File: src/rtl/i2c_reg_target.sv
// I2C target with a byte-wide register bank: address decode, register pointer,
// pointer auto-increment on writes and reads, and an open-drain SDA pull-down.
//
// state     | meaning
// ----------+--------------------------------------------------------------
// IDLE      | bus free, waiting for START
// ADDR      | shifting in the 7-bit address + R/W byte
// ADDR_ACK  | pulling SDA low for the address ACK clock
// PTR       | shifting in the register pointer byte
// PTR_ACK   | ACK clock for the pointer byte
// WDATA     | shifting in a write data byte
// WDATA_ACK | ACK clock for a committed write byte
// RDATA     | driving a read byte MSB first, one bit per SCL fall
// RACK      | waiting for the master's ACK/NACK of a read byte
// IGNORE    | not addressed or read ended with NACK; wait for START/STOP
module i2c_reg_target #(
   parameter logic [6:0] TARGET_ADDR = 7'b0011111,
   parameter int         NUM_REGS    = 16,
   parameter int         PTR_W       = 4
) (
   input  logic             clk,
   input  logic             rst,
   input  logic             scl_i,
   input  logic             sda_i,
   output logic             sda_oe,
   output logic             wr_strobe,
   output logic [PTR_W-1:0] wr_ptr,
   output logic [7:0]       wr_data,
   output logic             busy,
   input  logic [PTR_W-1:0] dbg_addr,
   output logic [7:0]       dbg_data
);

   typedef enum logic [3:0] {
      ST_IDLE, ST_ADDR, ST_ADDR_ACK, ST_PTR, ST_PTR_ACK,
      ST_WDATA, ST_WDATA_ACK, ST_RDATA, ST_RACK, ST_IGNORE
   } state_t;

   state_t           state_q, state_d;
   logic             scl_s1_q, scl_s2_q, scl_p_q, scl_s1_d, scl_s2_d, scl_p_d;
   logic             sda_s1_q, sda_s2_q, sda_p_q, sda_s1_d, sda_s2_d, sda_p_d;
   logic [3:0]       bit_cnt_q, bit_cnt_d;
   logic [7:0]       shreg_q, shreg_d;
   logic [PTR_W-1:0] ptr_q, ptr_d;
   logic             rw_q, rw_d;
   logic             ack_on_q, ack_on_d;
   logic             sda_oe_q, sda_oe_d;
   logic             busy_q, busy_d;
   logic             wr_strobe_q, wr_strobe_d;
   logic [PTR_W-1:0] wr_ptr_q, wr_ptr_d;
   logic [7:0]       wr_data_q, wr_data_d;
   logic [7:0]       regs_q [NUM_REGS];
   logic [7:0]       regs_d [NUM_REGS];

   logic       scl_rise, scl_fall, bus_start, bus_stop;
   logic [7:0] byte_in, tx_byte, rd_byte;

   assign scl_rise  = scl_s2_q & ~scl_p_q;
   assign scl_fall  = ~scl_s2_q & scl_p_q;
   assign bus_start = scl_s2_q & scl_p_q & sda_p_q & ~sda_s2_q;
   assign bus_stop  = scl_s2_q & scl_p_q & ~sda_p_q & sda_s2_q;
   assign byte_in   = {shreg_q[6:0], sda_s2_q};
   assign rd_byte   = regs_q[ptr_q];
   // bit_cnt of 0 in RDATA means the next fall must fetch a fresh byte
   assign tx_byte   = (bit_cnt_q == 4'd0) ? rd_byte : shreg_q;

   always_comb begin
      scl_s1_d    = scl_i;
      scl_s2_d    = scl_s1_q;
      scl_p_d     = scl_s2_q;
      sda_s1_d    = sda_i;
      sda_s2_d    = sda_s1_q;
      sda_p_d     = sda_s2_q;
      state_d     = state_q;
      bit_cnt_d   = bit_cnt_q;
      shreg_d     = shreg_q;
      ptr_d       = ptr_q;
      rw_d        = rw_q;
      ack_on_d    = ack_on_q;
      sda_oe_d    = sda_oe_q;
      busy_d      = busy_q;
      wr_strobe_d = 1'b0;
      wr_ptr_d    = wr_ptr_q;
      wr_data_d   = wr_data_q;
      regs_d      = regs_q;

      if (bus_start) begin
         state_d   = ST_ADDR;
         bit_cnt_d = 4'd0;
         shreg_d   = 8'h00;
         sda_oe_d  = 1'b0;
         ack_on_d  = 1'b0;
      end else if (bus_stop) begin
         state_d   = ST_IDLE;
         bit_cnt_d = 4'd0;
         sda_oe_d  = 1'b0;
         ack_on_d  = 1'b0;
         busy_d    = 1'b0;
      end else begin
         case (state_q)
            ST_ADDR, ST_PTR, ST_WDATA: begin
               if (scl_rise) begin
                  shreg_d   = byte_in;
                  bit_cnt_d = bit_cnt_q + 4'd1;
                  if (bit_cnt_q == 4'd7) begin
                     bit_cnt_d = 4'd0;
                     if (state_q == ST_ADDR) begin
                        if (byte_in[7:1] == TARGET_ADDR) begin
                           state_d = ST_ADDR_ACK;
                           rw_d    = byte_in[0];
                           busy_d  = 1'b1;
                        end else begin
                           state_d = ST_IGNORE;
                           busy_d  = 1'b0;
                        end
                     end else if (state_q == ST_PTR) begin
                        ptr_d   = byte_in[PTR_W-1:0];
                        state_d = ST_PTR_ACK;
                     end else begin
                        wr_strobe_d   = 1'b1;
                        wr_ptr_d      = ptr_q;
                        wr_data_d     = byte_in;
                        regs_d[ptr_q] = byte_in;
                        ptr_d         = ptr_q + PTR_W'(1);
                        state_d       = ST_WDATA_ACK;
                     end
                  end
               end
            end
            ST_ADDR_ACK, ST_PTR_ACK, ST_WDATA_ACK: begin
               // first fall starts the ACK pulse, second fall ends it
               if (scl_fall) begin
                  if (!ack_on_q) begin
                     ack_on_d = 1'b1;
                     sda_oe_d = 1'b1;
                  end else begin
                     ack_on_d  = 1'b0;
                     sda_oe_d  = 1'b0;
                     bit_cnt_d = 4'd0;
                     if (state_q == ST_ADDR_ACK && rw_q) begin
                        state_d   = ST_RDATA;
                        sda_oe_d  = ~rd_byte[7];
                        shreg_d   = {rd_byte[6:0], 1'b0};
                        bit_cnt_d = 4'd1;
                     end else if (state_q == ST_ADDR_ACK) begin
                        state_d = ST_PTR;
                     end else begin
                        state_d = ST_WDATA;
                     end
                  end
               end
            end
            ST_RDATA: begin
               if (scl_fall) begin
                  if (bit_cnt_q == 4'd8) begin
                     sda_oe_d  = 1'b0;
                     bit_cnt_d = 4'd0;
                     state_d   = ST_RACK;
                  end else begin
                     sda_oe_d  = ~tx_byte[7];
                     shreg_d   = {tx_byte[6:0], 1'b0};
                     bit_cnt_d = bit_cnt_q + 4'd1;
                  end
               end
            end
            ST_RACK: begin
               if (scl_rise) begin
                  if (!sda_s2_q) begin
                     ptr_d     = ptr_q + PTR_W'(1);
                     bit_cnt_d = 4'd0;
                     state_d   = ST_RDATA;
                  end else begin
                     busy_d  = 1'b0;
                     state_d = ST_IGNORE;
                  end
               end
            end
            ST_IGNORE: sda_oe_d = 1'b0;
            default:   sda_oe_d = 1'b0;
         endcase
      end
   end

   always_ff @(posedge clk) begin
      if (rst) begin
         scl_s1_q    <= 1'b1;
         scl_s2_q    <= 1'b1;
         scl_p_q     <= 1'b1;
         sda_s1_q    <= 1'b1;
         sda_s2_q    <= 1'b1;
         sda_p_q     <= 1'b1;
         state_q     <= ST_IDLE;
         bit_cnt_q   <= 4'd0;
         shreg_q     <= 8'h00;
         ptr_q       <= '0;
         rw_q        <= 1'b0;
         ack_on_q    <= 1'b0;
         sda_oe_q    <= 1'b0;
         busy_q      <= 1'b0;
         wr_strobe_q <= 1'b0;
         wr_ptr_q    <= '0;
         wr_data_q   <= 8'h00;
         regs_q      <= '{default: 8'h00};
      end else begin
         scl_s1_q    <= scl_s1_d;
         scl_s2_q    <= scl_s2_d;
         scl_p_q     <= scl_p_d;
         sda_s1_q    <= sda_s1_d;
         sda_s2_q    <= sda_s2_d;
         sda_p_q     <= sda_p_d;
         state_q     <= state_d;
         bit_cnt_q   <= bit_cnt_d;
         shreg_q     <= shreg_d;
         ptr_q       <= ptr_d;
         rw_q        <= rw_d;
         ack_on_q    <= ack_on_d;
         sda_oe_q    <= sda_oe_d;
         busy_q      <= busy_d;
         wr_strobe_q <= wr_strobe_d;
         wr_ptr_q    <= wr_ptr_d;
         wr_data_q   <= wr_data_d;
         regs_q      <= regs_d;
      end
   end

   assign sda_oe    = sda_oe_q;
   assign busy      = busy_q;
   assign wr_strobe = wr_strobe_q;
   assign wr_ptr    = wr_ptr_q;
   assign wr_data   = wr_data_q;
   assign dbg_data  = regs_q[dbg_addr];

endmodule

File: config.mk
export PLATFORM = sky130hd
export DESIGN_NAME = i2c_reg_target
export DESIGN_NICKNAME = d
export VERILOG_FILES = /design/src/rtl/i2c_reg_target.sv
export SDC_FILE = /design/constraint.sdc
export NUM_CORES = 1
export LEC_CHECK = 0
export ABC_AREA = 1
export CAP_MARGIN = 25
export CORE_ASPECT_RATIO = 0.75
export CORE_MARGIN = 2
export CORE_UTILIZATION = 35
export CTS_CLUSTER_SIZE = 24
export DETAILED_ROUTE_END_ITERATION = 8
export PLACE_DENSITY = 0.61
export SETUP_SLACK_MARGIN = 0.05
export SKIP_CTS_REPAIR_TIMING = 1
export SLEW_MARGIN = 20
export SYNTH_ARGS = -nofsm -noshare
export SYNTH_HDL_FRONTEND = slang
export SYNTH_SLANG_ARGS = --single-unit
File: constraint.sdc
create_clock -name clk -period 3.3 [get_ports clk]
set_input_delay 0.825 -clock clk [delete_from_list [all_inputs] [get_ports clk]]
set_output_delay 0.825 -clock clk [all_outputs]
set_load 0.02 [all_outputs]
== Yosys cells after proc, flatten, opt, wreduce, memory -nomap -nowiden ==
Index checks and enable logic that the tools add are counted.
W data, S select, Z words.

* Register bits after elaboration: 171
* Input bits: 8
* Output and inout port bits: 23

* Add/sub/neg operators: 2
* Order comparisons: 3
* Equal/unequal tests: 34
* Mux-type cells: 66
* Bitwise operators: 23
* Reduce and logical (&&, ||, !) cells: 24

{| class="wikitable"
|+ Operator list
! operator !! number
|-
| $bwmux W128 || 1
|-
| $mux W4 || 24
|-
| $mux W8 || 12
|-
| $bmux W8 S4 || 2
|-
| $demux W8 S4 || 1
|-
| $pmux W4 S4 || 2
|-
| $reduce_and A8 Y1 || 4
|-
| $ne A4 B4 Y1 const B || 7
|-
| $reduce_and A7 Y1 || 4
|-
| $pmux W8 S3 || 1
|-
| $ne A2 B2 Y1 const B || 11
|-
| $eq A4 B3 Y1 const B || 5
|-
| $mux W1 || 17
|-
| $ne A3 B3 Y1 const B || 5
|-
| $not A1 Y1 || 14
|-
| $ge A5 B5 Y1 const B || 2
|-
| $not A4 Y5 || 2
|-
| $reduce_or A3 Y1 || 3
|-
| $add A4 B1 Y4 const B || 2
|-
| $eq A4 B2 Y1 const B || 2
|-
| $eq A4 B4 Y1 const B || 2
|-
| $pmux W4 S2 || 1
|-
| $and A1 B1 Y1 || 7
|-
| $eq A7 B5 Y1 const B || 1
|-
| 17 further kinds || 20
|}

== Longest topological paths before layout ==
* Depth after elaboration: 9
* Depth in mapped cells: 13

== Least setup slack after synthesis ==
No wires, ideal clock.

* Path type: input -> output
* Start: in dbg_addr[0]
* End: out dbg_data[5]
* Arrival: 2.150 ns
* Data required time: 2.475 ns
* Setup slack: 0.325 ns
* Stages on the path: 6
* Buffers on the path: 2
* Cell sequence: clkbuf_1 > clkbuf_1 > a21oi_1 > o21ai_0 > o22ai_1 > o21ai_0

* Word-level cells in the longest chain between the ends: 4

{| class="wikitable"
|+ RTL lines
! element !! line !! source
|-
| start, declared || 30 || <nowiki>input logic [PTR_W-1:0] dbg_addr,</nowiki>
|-
| $not A4 Y5 (not written as such) || 231 || <nowiki>assign dbg_data = regs_q[dbg_addr];</nowiki>
|-
| $bmux W8 S4 || 231 ||
|-
| $mux W8 (not written as such) (2 in series) || 231 ||
|-
| end, declared || 31 || <nowiki>output logic [7:0] dbg_data</nowiki>
|}

No other way between the ends. The select of a mux whose other input is x is not followed.

== Worst setup path after layout ==
* Start: in dbg_addr[0]
* End: out dbg_data[7]

The elaborated chain is that of the path after synthesis.

==> run summary <==
Final hold slack -> 0.417 ns
I/O Pins -> 31
Mapped Cells -> 1,358
Clock Skews -> 0.00752 ns
CTS clock-pin slew for the worst setup and hold paths -> 0.07 ns
Die X -> 191 um
1st-iter DRT viols -> 750
Die Footprint -> 0.0275 mm^2
Buffers on Ports -> 30
Storage cell area -> 0.00343 mm^2
Largest net degree at the start of global routing -> 96
Slack of the critical path -> 0.281 ns
Critical path class -> in2out
CTS tree -> built
Pwr dens -> 621 mW/mm^2
Crit. End Element -> output pin
Routed Wire Length -> 28.2 mm
Share of cells above drive strength 1 -> 0.0998
Vias in the first global route -> 7,941
VDD IR-drop max -> 0.439 mV
Maximum clock frequency -> 331 MHz
Uppermost routed layer -> met4
Initial antenna violation count -> 0
Crit path launch type -> primary input
Crit-path max FO -> 20
Post-synth EDFFs -> 0
Clock Latency Late Sink -> 0.44 ns
FFs w/ async S/R, synth -> 0
Total track usage -> 0.209
Minimum clock period after layout -> 3.02 ns
Core box area -> 0.0258 mm^2
Static Leakage -> 4.14 nW
Initial core utilization -> 0.354
Area grow syn2layout -> 15.1%
Tot Pwr -> 6.54 mW
Slew HR -> 0.370
Critical Path AT -> 2.19 ns
TritonCTS buffer count -> 17
Critical path data required time -> 2.47 ns
Multi-input logic area -> 0.00462 mm^2
# DRC -> 0
Place WS -> -0.197 ns
Dominant cell type by area after synthesis -> dfxtp_1
Clock H-tree levels -> 4
Grt ovf -> 0
Clk buf depth -> 2
Sequential cell area fraction in the yosys report -> 0.374
Status -> completed
Mean Syn Cell Area -> 6.74 um^2
Met3 WL -> 1.69 mm
Worst Max-Slew Pin Slew -> 0.943 ns
Slew Viols, Final -> 0
Final setup vio count -> 0
Num rows -> 51
Synth top area share -> 0.374
Post-Syn Area -> 0.00915 mm^2
1st-pass router iterations -> 5
CTS sink cnt -> 171
Chip height -> 144 um
Root buf cell -> clkbuf_16
Final ANT Viol Nets -> 0
Dpl hpwl -> 19.5 mm
Netlist cell types -> 37
Via-to-Cell Ratio -> 5.20
First-pass GRT wire length -> 44.5 mm
Seq cells post-synth -> 171
Met1 Wirelength -> 14.2 mm
Routed len/inst -> 16.5 um
Fillers -> 2,689
Final #Nets -> 1,364
Via count -> 8,871
Post-synth top cells -> 263 x a21oi_1, 229 x o21ai_0, 181 x nand2_1
Final Hold Fails -> 0
Hold crit path type -> reg2reg
Final worst-path cycle share -> 0.915
Met2 WL -> 11.9 mm
Routability Congestion -> 0.892
Most common cell in the netlist -> a21oi_1
Dominant cells by area after synthesis -> dfxtp_1 37%, a21oi_1 14%, o21ai_0 13%, nand2_1 7.4%, inv_1 6.9%
Synth warn -> 0
Synth Net Count -> 1,372
Main synth FF type -> dfxtp_1
RSZ-0062 raised after global routing -> no
Antenna diodes -> 0
Max Cap Viol -> 0
==> state kept, by name, summed over array words and instances, names as in the netlist <==
name and count:
busy 1, scl_s1_q 1, wr_ptr 4, ptr_q 4, shreg_q 8, wr_strobe 1
ack_on_q 1, sda_p_q 1, scl_p_q 1, regs_q 128, rw_q 1, sda_s1_q 1
wr_data 8, sda_p_d 1, scl_p_d 1, state_q 4, sda_oe 1, bit_cnt_q 4
==> area by class of cell <==
| type | count | share of cell area |
|---|---|---|
| multi-input cells | 904 | 0.439 |
| clock inverters | 13 | 0.0110 |
| well taps | 344 | 0.0408 |
| repair buffers | 74 | 0.0765 |
| flip-flops and latches | 171 | 0.325 |
| inverters | 182 | 0.0657 |
| clock buffers | 19 | 0.0420 |
==> placed cells by master, fill, tap and decap left out, types with 5 or more instances in the layout <==
master           Yosys  routed
o21ai_0            229     227
or2_2                5       5
a21oi_1            263     263
ha_1                 6       6
o221ai_1            14      14
nand2_2             17      17
o21ai_1             37      39
o211ai_1            22      22
nor2_2               8       8
mux2i_1              7       7
buf_4                0      32
nor2_8               5       5
inv_2               12      12
nand2_1            181     181
dlymetal6s2s_1       0       8
clkbuf_16            0      17
dfxtp_1            171     169
nand4_1             10      10
inv_1              169     167
nor2_1              53      53
nand3_1             24      24
clkinv_2             0       5
buf_12               0      13
clkdlybuf4s50_1      0      20
==> report_power, final <==
part / internal, mW / switching, mW / leakage (nW)
sequential: 2.16 / 0.191 / 1.38
clock: 1.06 / 0.895 / 0.270
combinational: 0.679 / 1.55 / 2.48
==> final timing paths <==
path,start,to,slack [ns],depth (start not counted)
worst max-delay path,dbg_addr[0],dbg_data[7],0.28,7
worst min-delay path,sda_s1_q,sda_p_d,0.42,1
worst max register to register,bit_cnt_q[1],regs_q[1],0.97,10
worst min register to register,sda_s1_q,sda_p_d,0.42,1
==> metal layers <==
metal / vias up / GRT usage
li1: 4511 / -
met1: 4077 / 0.309
met2: 254 / 0.308
met3: 29 / 0.0349
met4: 0 / 0.0632
met5: - / 0
==> critical path: stages <==
cell            delay [ns]
buf_4                 0.20
buf_4                 0.22
o21ai_0               0.35
nand2_1               0.09
o221ai_1              0.19
nand2_1               0.09
dlymetal6s2s_1        0.21
==> metrics by stage <==
stage / instances / area (um^2) / utilization / TNS [ns]
after floorplan: 1358 / 9150 / - / 0
after global placement: 1675 / 9960 / 0.385 / -1.13
after detailed placement: 1675 / 9960 / 0.385 / -1.21
after CTS: 1707 / 10500 / 0.407 / -1.28
after global routing: 1707 / 10500 / 0.408 / 0
final: 1707 / 10500 / 0.408 / 0
==> kinds of logic after synthesis <==
group | count (synthesis) | synth area share
compound gates | 573 | 0.328
simple gates | 313 | 0.157
buf+inv | 283 | 0.121
flops | 171 | 0.374
mux | 7 | 0.00766
fa+ha+maj | 6 | 0.00820
xor+xnor | 5 | 0.00478
Note: power is estimated with default switching activity, not from simulation.
